$ cat config.mk
export PLATFORM = sky130hd
export DESIGN_NAME = mem_write_buffer
export DESIGN_NICKNAME = d
export VERILOG_FILES = /design/src/rtl/mem_write_buffer.sv
export SDC_FILE = /design/constraint.sdc
export NUM_CORES = 1
export LEC_CHECK = 0
export CAP_MARGIN = 0
export CELL_PAD_IN_SITES_DETAIL_PLACEMENT = 0
export CELL_PAD_IN_SITES_GLOBAL_PLACEMENT = 2
export CORE_MARGIN = 8
export CORE_UTILIZATION = 40
export DETAILED_ROUTE_END_ITERATION = 16
export DONT_BUFFER_PORTS = 1
export PLACE_DENSITY = 0.75
export SLEW_MARGIN = 20
export SYNTH_ARGS = -nofsm -noshare
export SYNTH_HDL_FRONTEND = slang
export SYNTH_SLANG_ARGS = --single-unit
$ cat constraint.sdc
create_clock -name clk -period 3.25 [get_ports clk]
set_clock_uncertainty 0.2 [all_clocks]
set_input_delay 0.975 -clock clk [delete_from_list [all_inputs] [get_ports clk]]
set_output_delay 0.975 -clock clk [all_outputs]
set_load 0.05 [all_outputs]
$ cat src/rtl/mem_write_buffer.sv
// mem_write_buffer: write-through store FIFO between the caches and the RAM
// controller. Stores drain to RAM only while the controller is idle; cache
// misses are forwarded one at a time. A miss is held back while a buffered
// store targets the same 16-byte block, so a fill never returns stale data.
module mem_write_buffer #(
    parameter int unsigned DEPTH = 4,
    localparam int unsigned CW = $clog2(DEPTH) + 1
) (
    input  logic          clk,
    input  logic          rst_n,
    input  logic          wr_req,
    input  logic [15:0]   wr_addr,
    input  logic [15:0]   wr_data,
    output logic          wr_ready,
    input  logic          i_miss_req,
    input  logic [15:0]   i_miss_addr,
    input  logic          d_miss_req,
    input  logic [15:0]   d_miss_addr,
    input  logic          ctrl_busy,
    output logic          ram_write,
    output logic [15:0]   ram_write_address,
    output logic [15:0]   ram_write_data,
    output logic          i_cache_miss,
    output logic [15:0]   i_cache_miss_address,
    output logic          d_cache_miss,
    output logic [15:0]   d_cache_miss_address,
    output logic [CW-1:0] buf_count
);

    localparam int unsigned AW = $clog2(DEPTH);

    typedef enum logic [1:0] {
        IDLE   = 2'd0,
        WAIT_I = 2'd1,
        WAIT_D = 2'd2
    } state_t;

    state_t          state;
    logic            seen_busy;
    logic [15:0]     fifo_addr [DEPTH];
    logic [15:0]     fifo_data [DEPTH];
    logic [DEPTH-1:0] valid;
    logic [AW-1:0]   wr_ptr;
    logic [AW-1:0]   rd_ptr;
    logic [CW-1:0]   count;
    logic [CW-1:0]   count_next;
    logic            enq;
    logic            deq;
    logic            i_haz;
    logic            d_haz;

    assign wr_ready             = (count != CW'(DEPTH));
    assign enq                  = wr_req & wr_ready;
    assign deq                  = ram_write;
    assign ram_write_address    = fifo_addr[rd_ptr];
    assign ram_write_data       = fifo_data[rd_ptr];
    assign i_cache_miss_address = i_miss_addr;
    assign d_cache_miss_address = d_miss_addr;
    assign buf_count            = count;

    // Occupancy and block hazards as they will stand after this edge: the
    // head being written out no longer counts, a store arriving now does.
    // Outputs are registered, so the FSM decides on this look-ahead view.
    always_comb begin
        count_next = count + CW'(enq) - CW'(deq);
        i_haz      = enq && (wr_addr[15:4] == i_miss_addr[15:4]);
        d_haz      = enq && (wr_addr[15:4] == d_miss_addr[15:4]);
        for (int unsigned k = 0; k < DEPTH; k++) begin
            if (valid[k] && !(deq && (rd_ptr == AW'(k)))) begin
                if (fifo_addr[k][15:4] == i_miss_addr[15:4]) i_haz = 1'b1;
                if (fifo_addr[k][15:4] == d_miss_addr[15:4]) d_haz = 1'b1;
            end
        end
    end

    // Store FIFO: enqueue accepted stores, pop the head on each RAM write.
    always_ff @(posedge clk or negedge rst_n) begin
        if (!rst_n) begin
            wr_ptr <= '0;
            rd_ptr <= '0;
            count  <= '0;
            valid  <= '0;
            for (int unsigned k = 0; k < DEPTH; k++) begin
                fifo_addr[k] <= '0;
                fifo_data[k] <= '0;
            end
        end else begin
            if (enq) begin
                fifo_addr[wr_ptr] <= wr_addr;
                fifo_data[wr_ptr] <= wr_data;
                valid[wr_ptr]     <= 1'b1;
                wr_ptr            <= wr_ptr + AW'(1);
            end
            if (deq) begin
                valid[rd_ptr] <= 1'b0;
                rd_ptr        <= rd_ptr + AW'(1);
            end
            count <= count_next;
        end
    end

    // Arbiter between draining and miss forwarding; a forwarded miss is held
    // until the controller has been seen busy and then goes idle again.
    always_ff @(posedge clk or negedge rst_n) begin
        if (!rst_n) begin
            state        <= IDLE;
            seen_busy    <= 1'b0;
            ram_write    <= 1'b0;
            i_cache_miss <= 1'b0;
            d_cache_miss <= 1'b0;
        end else begin
            ram_write <= 1'b0;
            case (state)
                IDLE: begin
                    i_cache_miss <= 1'b0;
                    d_cache_miss <= 1'b0;
                    if (!ctrl_busy) begin
                        if (count_next == CW'(DEPTH)) begin
                            ram_write <= 1'b1;
                        end else if (d_miss_req && !d_haz) begin
                            d_cache_miss <= 1'b1;
                            state        <= WAIT_D;
                        end else if (i_miss_req && !i_haz) begin
                            i_cache_miss <= 1'b1;
                            state        <= WAIT_I;
                        end else if (count_next != '0) begin
                            ram_write <= 1'b1;
                        end
                    end
                end
                WAIT_I: begin
                    if (seen_busy && !ctrl_busy) begin
                        i_cache_miss <= 1'b0;
                        seen_busy    <= 1'b0;
                        state        <= IDLE;
                    end else if (ctrl_busy) begin
                        seen_busy <= 1'b1;
                    end
                end
                WAIT_D: begin
                    if (seen_busy && !ctrl_busy) begin
                        d_cache_miss <= 1'b0;
                        seen_busy    <= 1'b0;
                        state        <= IDLE;
                    end else if (ctrl_busy) begin
                        seen_busy <= 1'b1;
                    end
                end
                default: begin
                    state <= IDLE;
                end
            endcase
        end
    end

endmodule

==> results of run 1 <==
==> worst paths after layout <==
kind	slack [ps]	startpoint	end	depth (start not counted)
max	80	rd_ptr[0]$_DFFE_PN0P_	ram_write_data[12]	2
min	40	rst_n	fifo_addr[21]$_DFFE_PN0P_	0
max reg2reg	170	buf_count[0]$_DFF_PN0_	i_cache_miss$_DFFE_PN0P_	15
min reg2reg	290	fifo_data[24]$_DFFE_PN0P_	fifo_data[24]$_DFFE_PN0P_	1
max in group asynchronous	2540	rst_n	fifo_addr[2]$_DFFE_PN0P_	0
min in group clk	290	fifo_data[24]$_DFFE_PN0P_	fifo_data[24]$_DFFE_PN0P_	1
==> kinds of logic after synthesis <==
logic type / count (synthesis) / synth area share, %
buf+inv: 89 / 7.49
xor+xnor: 124 / 13.1
fa+ha+maj: 14 / 2.20
compound gates: 21 / 1.91
flops: 145 / 43.6
mux: 161 / 26.1
simple gates: 78 / 5.57
==> metrics by stage <==
step / setup TNS (ps) / hold WS (ps) / worst slack [ps]
after floorplan: -407 / 259 / -201
after global placement: 0 / 268 / 1.10
after detailed placement: -33.4 / 277 / -33.4
after CTS: 0 / 19.5 / 37.0
after global routing: 0 / 16.3 / 4.62
final: 0 / 35.4 / 80.4
==> report_power, final <==
part / switching (mW) / internal (mW) / leakage [nW]
Clock: 0.924 / 1.04 / 0.293
Combinational: 3.20 / 2.31 / 1.47
Sequential: 0.821 / 2.73 / 1.71
Total: 4.94 / 6.09 / 3.48
==> critical path: stages (launching register included) <==
cell     delay, ps
dfrtp_4        580
buf_12         250
mux4_2         710
==> metal layers <==
metal | routed length [um] | vias to the layer above | track usage, %
li1 | - | 2107 | -
met1 | 8800 | 2520 | 20.1
met2 | 10100 | 126 | 27.3
met3 | 1670 | 25 | 6.74
met4 | 378 | 0 | 5.73
met5 | 0 | - | 0
==> cells in the final DEF, fill, tap and decap left out, types with 6 or more instances in the layout <==
master | Yosys | layout
dfrtp_1 | 145 | 140
mux2_2 | 125 | 125
xnor2_1 | 107 | 106
mux4_2 | 32 | 32
nand4_1 | 18 | 18
xor2_1 | 17 | 17
nand2_1 | 17 | 17
clkbuf_16 | 0 | 17
buf_4 | 44 | 16
nand3_1 | 13 | 13
nor4_1 | 13 | 13
ha_1 | 13 | 11
inv_1 | 11 | 8
a21oi_1 | 8 | 8
clkinv_8 | 0 | 6
==> sequential cells by signal (all words and copies together), names as in the netlist, 2 cells and up <==
name / cells
state: 2
buf_count: 3
valid: 4
rd_ptr: 2
fifo_data: 64
wr_ptr: 2
fifo_addr: 64
==> layout make-up <==
type	instances	area, um^2	area share (%)
multi-input cells	398	4100	46.2
flip-flops and latches	145	3640	41.0
clock buffers	17	425	4.79
well taps	270	338	3.81
clock inverters	15	185	2.09
repair buffers	17	140	1.58
inverters	11	43.8	0.494
==> results.md, run 1 <==
- Outcome: complete, no violations
- RSZ-0062 raised after global routing: false
- Clock sink count: roughly 150
- Initial antenna violation count: 0
- Part of the Yosys area used for sequential elements: roughly 44%
- Routed WL per cell: 24.0 um
- Setup repair bufs after CTS: 0
- Fin. Hold Viols: 0
- Async S/R FF share, synth: between 90% and 100%
- Largest cells by area after synthesis: dfrtp_1 44%, mux2_2 17%, xnor2_1 11%
- Die area: ~0.026 mm^2
- Slew Viols, Final: 0
- CTS tree: yes
- Max-cap violations: 0
- Setup violators final: 0
- Core Region: around 0.02 mm^2
- Req. time, crit path: approximately 2100 ps
- EDFF count, synth: 0
- Placed insts: 841
- Dpl hpwl: between 15 and 20 mm
- Worst-path clk slew: about 70 ps
- Fmax: 315 MHz
- Syn avg cell area: about 13 um^2
- RD Place Congestion: a little under 0.9
- CTS resizes: 1
- Warning count from the yosys run: 0
- Starting density of the core: about two fifths
- VDD IR max: 0.496 mV
- Worst hold path class: primary input to async pin
- Post-Syn Nets: roughly 720
- Routed wire length: 21.0 mm
- CP Max Fanout: 20
- IO Port Bufs: 0
- Post-route ant nets: 0
- Placement row count: between 50 and 60
- Number of CTS-inserted buffers: 17
- Placed cell areas: ~0.0083 mm^2
- Final period util: between 90% and 100%
- Lkg Pwr: between 3 and 4 nW
- Synth-to-Final Area Change: 6.70%
- Initial DRC count: ~240
- Synth cell types: 38
- Yosys reg bits: 145
- DIE HEIGHT: 160 um
- IO Pins: 141
- Non-filler cells in the finished layout: 873
- Gr usage total: about 17%
- CTS max path bufs: 2
- Vias: 4778
- Pwr Total: between 10 and 15 mW
- DRT Pass-1 Iters: 4
- Top cells by count, synth: 145 x dfrtp_1, 125 x mux2_2, 107 x xnor2_1
- Cell count after synthesis: 632
- Layout cells sized above 1: 38.0%
- Fin crit period: around 3200 ps
- Fill cells: roughly 1900
- First-pass GRT wire length: 32.8 mm
- CP arrival: 1990 ps
- Worst setup SP type: flip-flop
- CTS Hold Bufs: 0
- Total global routing overflow: 0
- Mapped Area: 0.00832 mm^2
- Crit. End Element: primary output
- Antenna diodes: 0
- Worst slew pin tran: 602 ps
- Largest net degree at the start of global routing: 146
- Chip width: approximately 160 um
- Clk_lat worst skew: 430 ps
- Area leader, netlist: dfrtp_1
- Pwr Density: 1240 mW/mm^2
- Fin nets: 674
- Primary FF master, synth: dfrtp_1
- Final Core Density: 43.7%
- Slew headroom: 59.8%
- Vias per cell: 5.47
- Count leader, synth: dfrtp_1
- Clk root buf: clkbuf_16
- Top-area cell type share of the netlist area: 43.6%
- Vias in the first global route: 5296
- Final instance area: 0.00887 mm^2
- H-Tree Depth: 4
- Worst setup path class: flip-flop to primary output
- Drt drc: 0
Note: power is estimated with default switching activity, not from simulation.
==> run 2: changes to the inputs <==
- ABC_AREA: default -> 1
- CORE_UTILIZATION: 40 -> 32
- PLACE_DENSITY: 0.75 -> 0.74
==> results.md, run 2 <==
- Met3 usage: 3.77%
- Top Family by Delay on Critical Path: buffers and inverters
- Vias: about 7300
- IO Port Bufs: 0
- Gr usage total: 16.5%
- CP Max Fanout: 35
- CTS max path bufs: 2
- Post-Syn Nets: 1316
- Initial antenna violation count: 0
- Synth Area in Adders: about 2.1%
- Crit. End Element: primary output
- Leading cell type in the layout, fill and taps excluded: nand2_1
- Top Usage Layer GRT: met2
- Clk_lat worst skew: 420 ps
- Clock sink count: 145
- Post-route ant nets: 0
- Routed wire length: 26.0 mm
- Vias per cell: 4.63
- CTS Hold Bufs: 0
- Comb pwr share: 50.9%
- Fmax: roughly 320 MHz
- Worst setup SP type: flip-flop
- Largest family of logic cells by synthesized area: simple AND/OR/NAND/NOR gates
- VDD IR max: between 0.5 and 0.6 mV
- DRT Pass-1 Iters: 5
- Mux share of post-synthesis cell area: 0%
- Chip width: 181 um
- CTS tree: yes
- Fin crit period: 3100 ps
- Pwr Density: 1150 mW/mm^2
- Clk root buf: clkbuf_16
- Layout cells sized above 1: 9.76%
- IO Pins: 141
- Core Region: 0.0268 mm^2
- Crit-path max cell delay: between 400 and 500 ps
- Max-cap violations: 0
- Final period util: 95.2%
- Dpl ws: 291 ps
- Drt drc: 0
- Vias in the first global route: 7457
- Met2 GRT Util: 28.1%
- Cell count after synthesis: 1232
- Fill cells: 2910
- CP cell instances: buf_4 -> o21ai_0 -> o22ai_1 -> buf_4
- Primary FF master, synth: dfrtp_1
- Compound-Gate Fraction of Synth Area: 14.9%
- DIE HEIGHT: roughly 180 um
- Largest net degree at the start of global routing: ~150
- Slew Viols, Final: 0
- Seq pwr share: between 30% and 40%
- Area leader, netlist: dfrtp_1
- EDFF count, synth: 0
- Async S/R FF share, synth: 100%
- H-Tree Depth: 4
- Slew headroom: 62.7%
- Initial DRC count: 382
- Reg area: 0.00363 mm^2
- Most frequent cells in the layout: 432 x nand2_1, 187 x o21ai_0, 144 x dfrtp_1
- Most frequent CP cell: buf_4
- Clock power frac: 19.1%
- Fin. Hold Viols: 0
- Routed WL per cell: around 17 um
- Synth cell types: 27
- CP startpoint: rd_ptr[0]$_DFFE_PN0P_
- Mapped Area: 0.00867 mm^2
- Die area: 0.0326 mm^2
- Post-Synth Simple-Gate Area: 26.4%
- CP arrival: 1920 ps
- Worst setup margin: 155 ps
- Slowest-stage cell, CP: buf_4
- Top cells by count, synth: 432 x nand2_1, 188 x o21ai_0, 145 x dfrtp_1
- Setup TNS: 0 ps
- WP buf/inv: 2
- Synth-to-Final Area Change: 11.6%
- Fin nets: 1300
- Count leader, synth: nand2_1
- Setup violators final: 0
- Post-Synth XOR/XNOR Area: between 3 and 4%
- WHS: about 43 ps
- Warning count from the yosys run: 0
- Req. time, crit path: 2070 ps
- Syn avg cell area: 7.04 um^2
- Worst setup path class: flip-flop to primary output
- Area of the multi-input gates: between 0.004 and 0.005 mm^2
- Setup repair bufs after CTS: 0
- Largest cells by area after synthesis: dfrtp_1 42%, nand2_1 19%, o21ai_0 11%
- Worst r2r src: buf_count[1]$_DFF_PN0_
- Lkg Pwr: 4.83 nW
- Placement row count: 60
- Worst-path clk slew: 70 ps
- Outcome: complete, no violations
- Final instance area: 0.00968 mm^2
- Starting density of the core: 32.3%
- Total global routing overflow: 0
- Number of CTS-inserted buffers: 17
- First-pass GRT wire length: 42.6 mm
- Dpl hpwl: 18.0 mm
- Sw Ratio: approximately 49%
- Antenna diodes: 0
- Top flop regs: fifo_addr x64, fifo_data x64, valid x4
- Top-area cell type share of the netlist area: 41.9%
- Worst hold path class: primary input to async pin
- CTS resizes: 0
- NetSw: 5.41 mW
- RSZ-0062 raised after global routing: false
- Worst slew pin tran: 558 ps
- Routing usage on met1: 20.9%
- Yosys reg bits: around 150
- RD Place Congestion: approximately 0.80
- Placed cell areas: ~0.009 mm^2
- Power Internal: 5.68 mW
- Part of the Yosys area used for sequential elements: a little over two fifths
-- run 2: worst paths after layout --
kind	end	slack, ps	cells past startpoint
min in group clk	fifo_data[47]$_DFFE_PN0P_	280	2
hold reg to reg	fifo_data[47]$_DFFE_PN0P_	280	2
setup / recovery	ram_write_data[7]	150	4
setup reg to reg	i_cache_miss$_DFFE_PN0P_	700	15
max in group asynchronous	fifo_addr[31]$_DFFE_PN0P_	2550	0
hold / removal	fifo_addr[28]$_DFFE_PN0P_	40	0
-- run 2: cells by family (layout without fill, tap and decap cells) --
family	after synthesis	in the layout
AND/OR/NAND/NOR	583	583
AO/OA/AOI/OAI	252	252
buffers and inverters	199	196
flip-flops	145	145
XOR/XNOR	39	39
adder cells (fa/ha/maj)	14	14
-- run 2: through the flow --
stage / total power [mW] / cells / utilization, %
2_1_floorplan: 7.50 / 1232 / -
3_3_place_gp: 9.06 / 1538 / 33.7
3_5_place_dp: 9.09 / 1538 / 33.7
4_1_cts: 11.3 / 1570 / 36.1
5_1_grt: 12.1 / 1570 / 36.1
6_report: 11.1 / 1570 / 36.1
-- run 2: power by group through the flow --
stage	clock [mW]	sequential, mW	combinational [mW]
after global routing	2.25	3.46	6.36
after global placement	0	3.35	5.71
after floorplan	0	3.28	4.22
final	2.12	3.33	5.65
after detailed placement	0	3.36	5.74
after CTS	2.18	3.33	5.76
-- run 2: worst reg2reg max path, delay by kind of cell (launching register included) --
kind	cells	cell delay, ps
compound gates	1	70
fa+ha+maj	3	850
flops	1	390
buf+inv	3	150
simple gates	8	770
-- run 2: per-layer routing --
layer  part of all wire (%)  wire length (um)
met1                     45             11800
met5                      0                 0
met2                     48             12600
met3                    5.6              1460
met4                   0.70               181
-- run 2: area by class of cell --
| type | count | area share (%) |
|---|---|---|
| Multi-Input combinational cell | 888 | 42.4 |
| Sequential cell | 145 | 37.5 |
| Timing Repair Buffer | 51 | 4.73 |
| Clock buffer | 18 | 4.54 |
| Tap cell | 341 | 4.41 |
| Inverter | 113 | 4.38 |
| Clock inverter | 14 | 2.02 |
==> run 3: changes to the inputs <==
- BUFFER_PORTS_ARGS: default -> -buffer_cell sky130_fd_sc_hd__buf_4
- CORE_UTILIZATION: 32 -> 29
- DONT_BUFFER_PORTS: 1 -> default
- PLACE_DENSITY: 0.74 -> 0.75
==> results.md, run 3 (synthesized netlist as in run 2, its figures left out) <==
- Outcome: complete, no violations
- Largest net degree at the start of global routing: between 60 and 70
- Worst setup path class: flip-flop to primary output
- Placement row count: 63
- Area of the multi-input gates: 0.00410 mm^2
- RD Place Congestion: 0.800
- Final instance area: about 0.010 mm^2
- CTS tree: yes
- Pwr Density: 1070 mW/mm^2
- Fin nets: 1392
- Setup repair bufs after CTS: 0
- Fill cells: 3232
- Final Core Density: 35.2%
- Most frequent cells in the layout: 432 x nand2_1, 188 x o21ai_0, 144 x dfrtp_1
- Dpl ws: 207 ps
- WP buf/inv: 3
- Lkg Pwr: 5.24 nW
- Clock sink count: roughly 150
- VDD IR max: just over 0.7 mV
- Synth-to-Final Area Change: 19.9%
- Slowest-stage cell, CP: dfrtp_1
- Total global routing overflow: 0
- Top flop regs: fifo_addr x64, fifo_data x64, valid x4
- First-pass GRT wire length: roughly 44 mm
- Worst-path clk slew: 70 ps
- CTS max path bufs: 2
- Leading cell type in the layout, fill and taps excluded: nand2_1
- Min-Delay Path Depth: 2
- IO Pins: 141
- Max-cap violations: 0
- Final period util: slightly above 90%
- Worst path depth: 6
- Placed insts: 1679
- Fmax: 331 MHz
- Dpl hpwl: 19.5 mm
- Placed cell areas: 0.00977 mm^2
- Worst slew pin tran: 600 ps
- Drt drc: 0
- Chip width: 189 um
- Starting density of the core: 29.3%
- Initial antenna violation count: 0
- Post-route ant nets: 0
- Clk root buf: clkbuf_16
- Routed wire length: 27.3 mm
- CTS resizes: 0
- CP cell instances: clkinv_1 -> buf_4 -> o21ai_0 -> a21oi_1 -> a21oi_1 -> buf_4
- Req. time, crit path: around 2100 ps
- Worst setup margin: 224 ps
- Slew headroom: 60.0%
- Layout cells sized above 1: between 10% and 20%
- Pwr Total: 11.2 mW
- Routed WL per cell: roughly 16 um
- Vias per cell: 4.53
- Clk_lat worst skew: 430 ps
- CTS Hold Bufs: 0
- Vias: 7757
- Slew Viols, Final: 0
- RSZ-0062 raised after global routing: false
- Worst hold path class: flip-flop to flip-flop
- Fin. Hold Viols: 0
- H-Tree Depth: 4
- Vias in the first global route: 7705
- Crit-path max cell delay: 380 ps
- Fin crit period: a little over 3000 ps
- Die area: 0.0357 mm^2
- CP arrival: 1850 ps
- Setup violators final: 0
- Crit. End Element: primary output
- IO Port Bufs: 124
- DRT Pass-1 Iters: 5
- CP Max Fanout: 32
- Gr usage total: 15.5%
- R2R depth: 15
- Core Region: approximately 0.030 mm^2
- Number of CTS-inserted buffers: 17
- Non-filler cells in the finished layout: approximately 1700
- Setup TNS: 0 ps
- Top Family by Delay on Critical Path: buffers and inverters
- Worst setup SP type: flip-flop
- DIE HEIGHT: 189 um
- WHS: 284 ps
- Antenna diodes: 0
- Reg area: roughly 0.0036 mm^2
- Initial DRC count: 454
-- run 3: worst register-to-register path: stages, from the launching register on --
cell	delay [ps]
dfrtp_1	440
nor2_1	120
nand2_1	80
nand2_2	110
ha_1	240
inv_1	50
ha_1	120
inv_1	50
fa_1	500
inv_1	50
nor2_1	140
nand2_1	110
nand2_1	70
nor2_1	40
nand3_1	60
o21ai_0	70
-- run 3: path summary, 6_finish.rpt --
path | startpoint | to | slack [ps]
setup / recovery | rd_ptr[1]$_DFFE_PN0P_ | ram_write_address[15] | 220
hold / removal | fifo_addr[35]$_DFFE_PN0P_ | fifo_addr[35]$_DFFE_PN0P_ | 280
setup reg to reg | buf_count[1]$_DFF_PN0_ | i_cache_miss$_DFFE_PN0P_ | 680
hold reg to reg | fifo_addr[35]$_DFFE_PN0P_ | fifo_addr[35]$_DFFE_PN0P_ | 280
max in group asynchronous | rst_n | fifo_data[30]$_DFFE_PN0P_ | 1860
min in group asynchronous | rst_n | fifo_data[58]$_DFFE_PN0P_ | 310
-- run 3: layout make-up --
class	instances	area share [%]
repair buffers	143	10.9
flip-flops and latches	145	34.9
clock inverters	15	1.81
inverters	113	4.08
multi-input cells	888	39.5
well taps	390	4.69
clock buffers	17	4.09
-- run 3: report_power, final --
part / leakage, nW / internal [mW] / switching (mW)
registers: 1.80 / 2.64 / 0.680
clock network: 0.294 / 1.04 / 0.954
logic: 3.15 / 1.88 / 3.98
total: 5.24 / 5.56 / 5.61
-- run 3: layer usage --
| metal | up-vias | part of all wire, % | track usage, % |
|---|---|---|---|
| li1 | 4015 | - | - |
| met1 | 3572 | 49 | 20.7 |
| met2 | 151 | 46 | 25.2 |
| met3 | 19 | 4.2 | 3.24 |
| met4 | 0 | 1.1 | 3.91 |
| met5 | - | 0 | 0 |
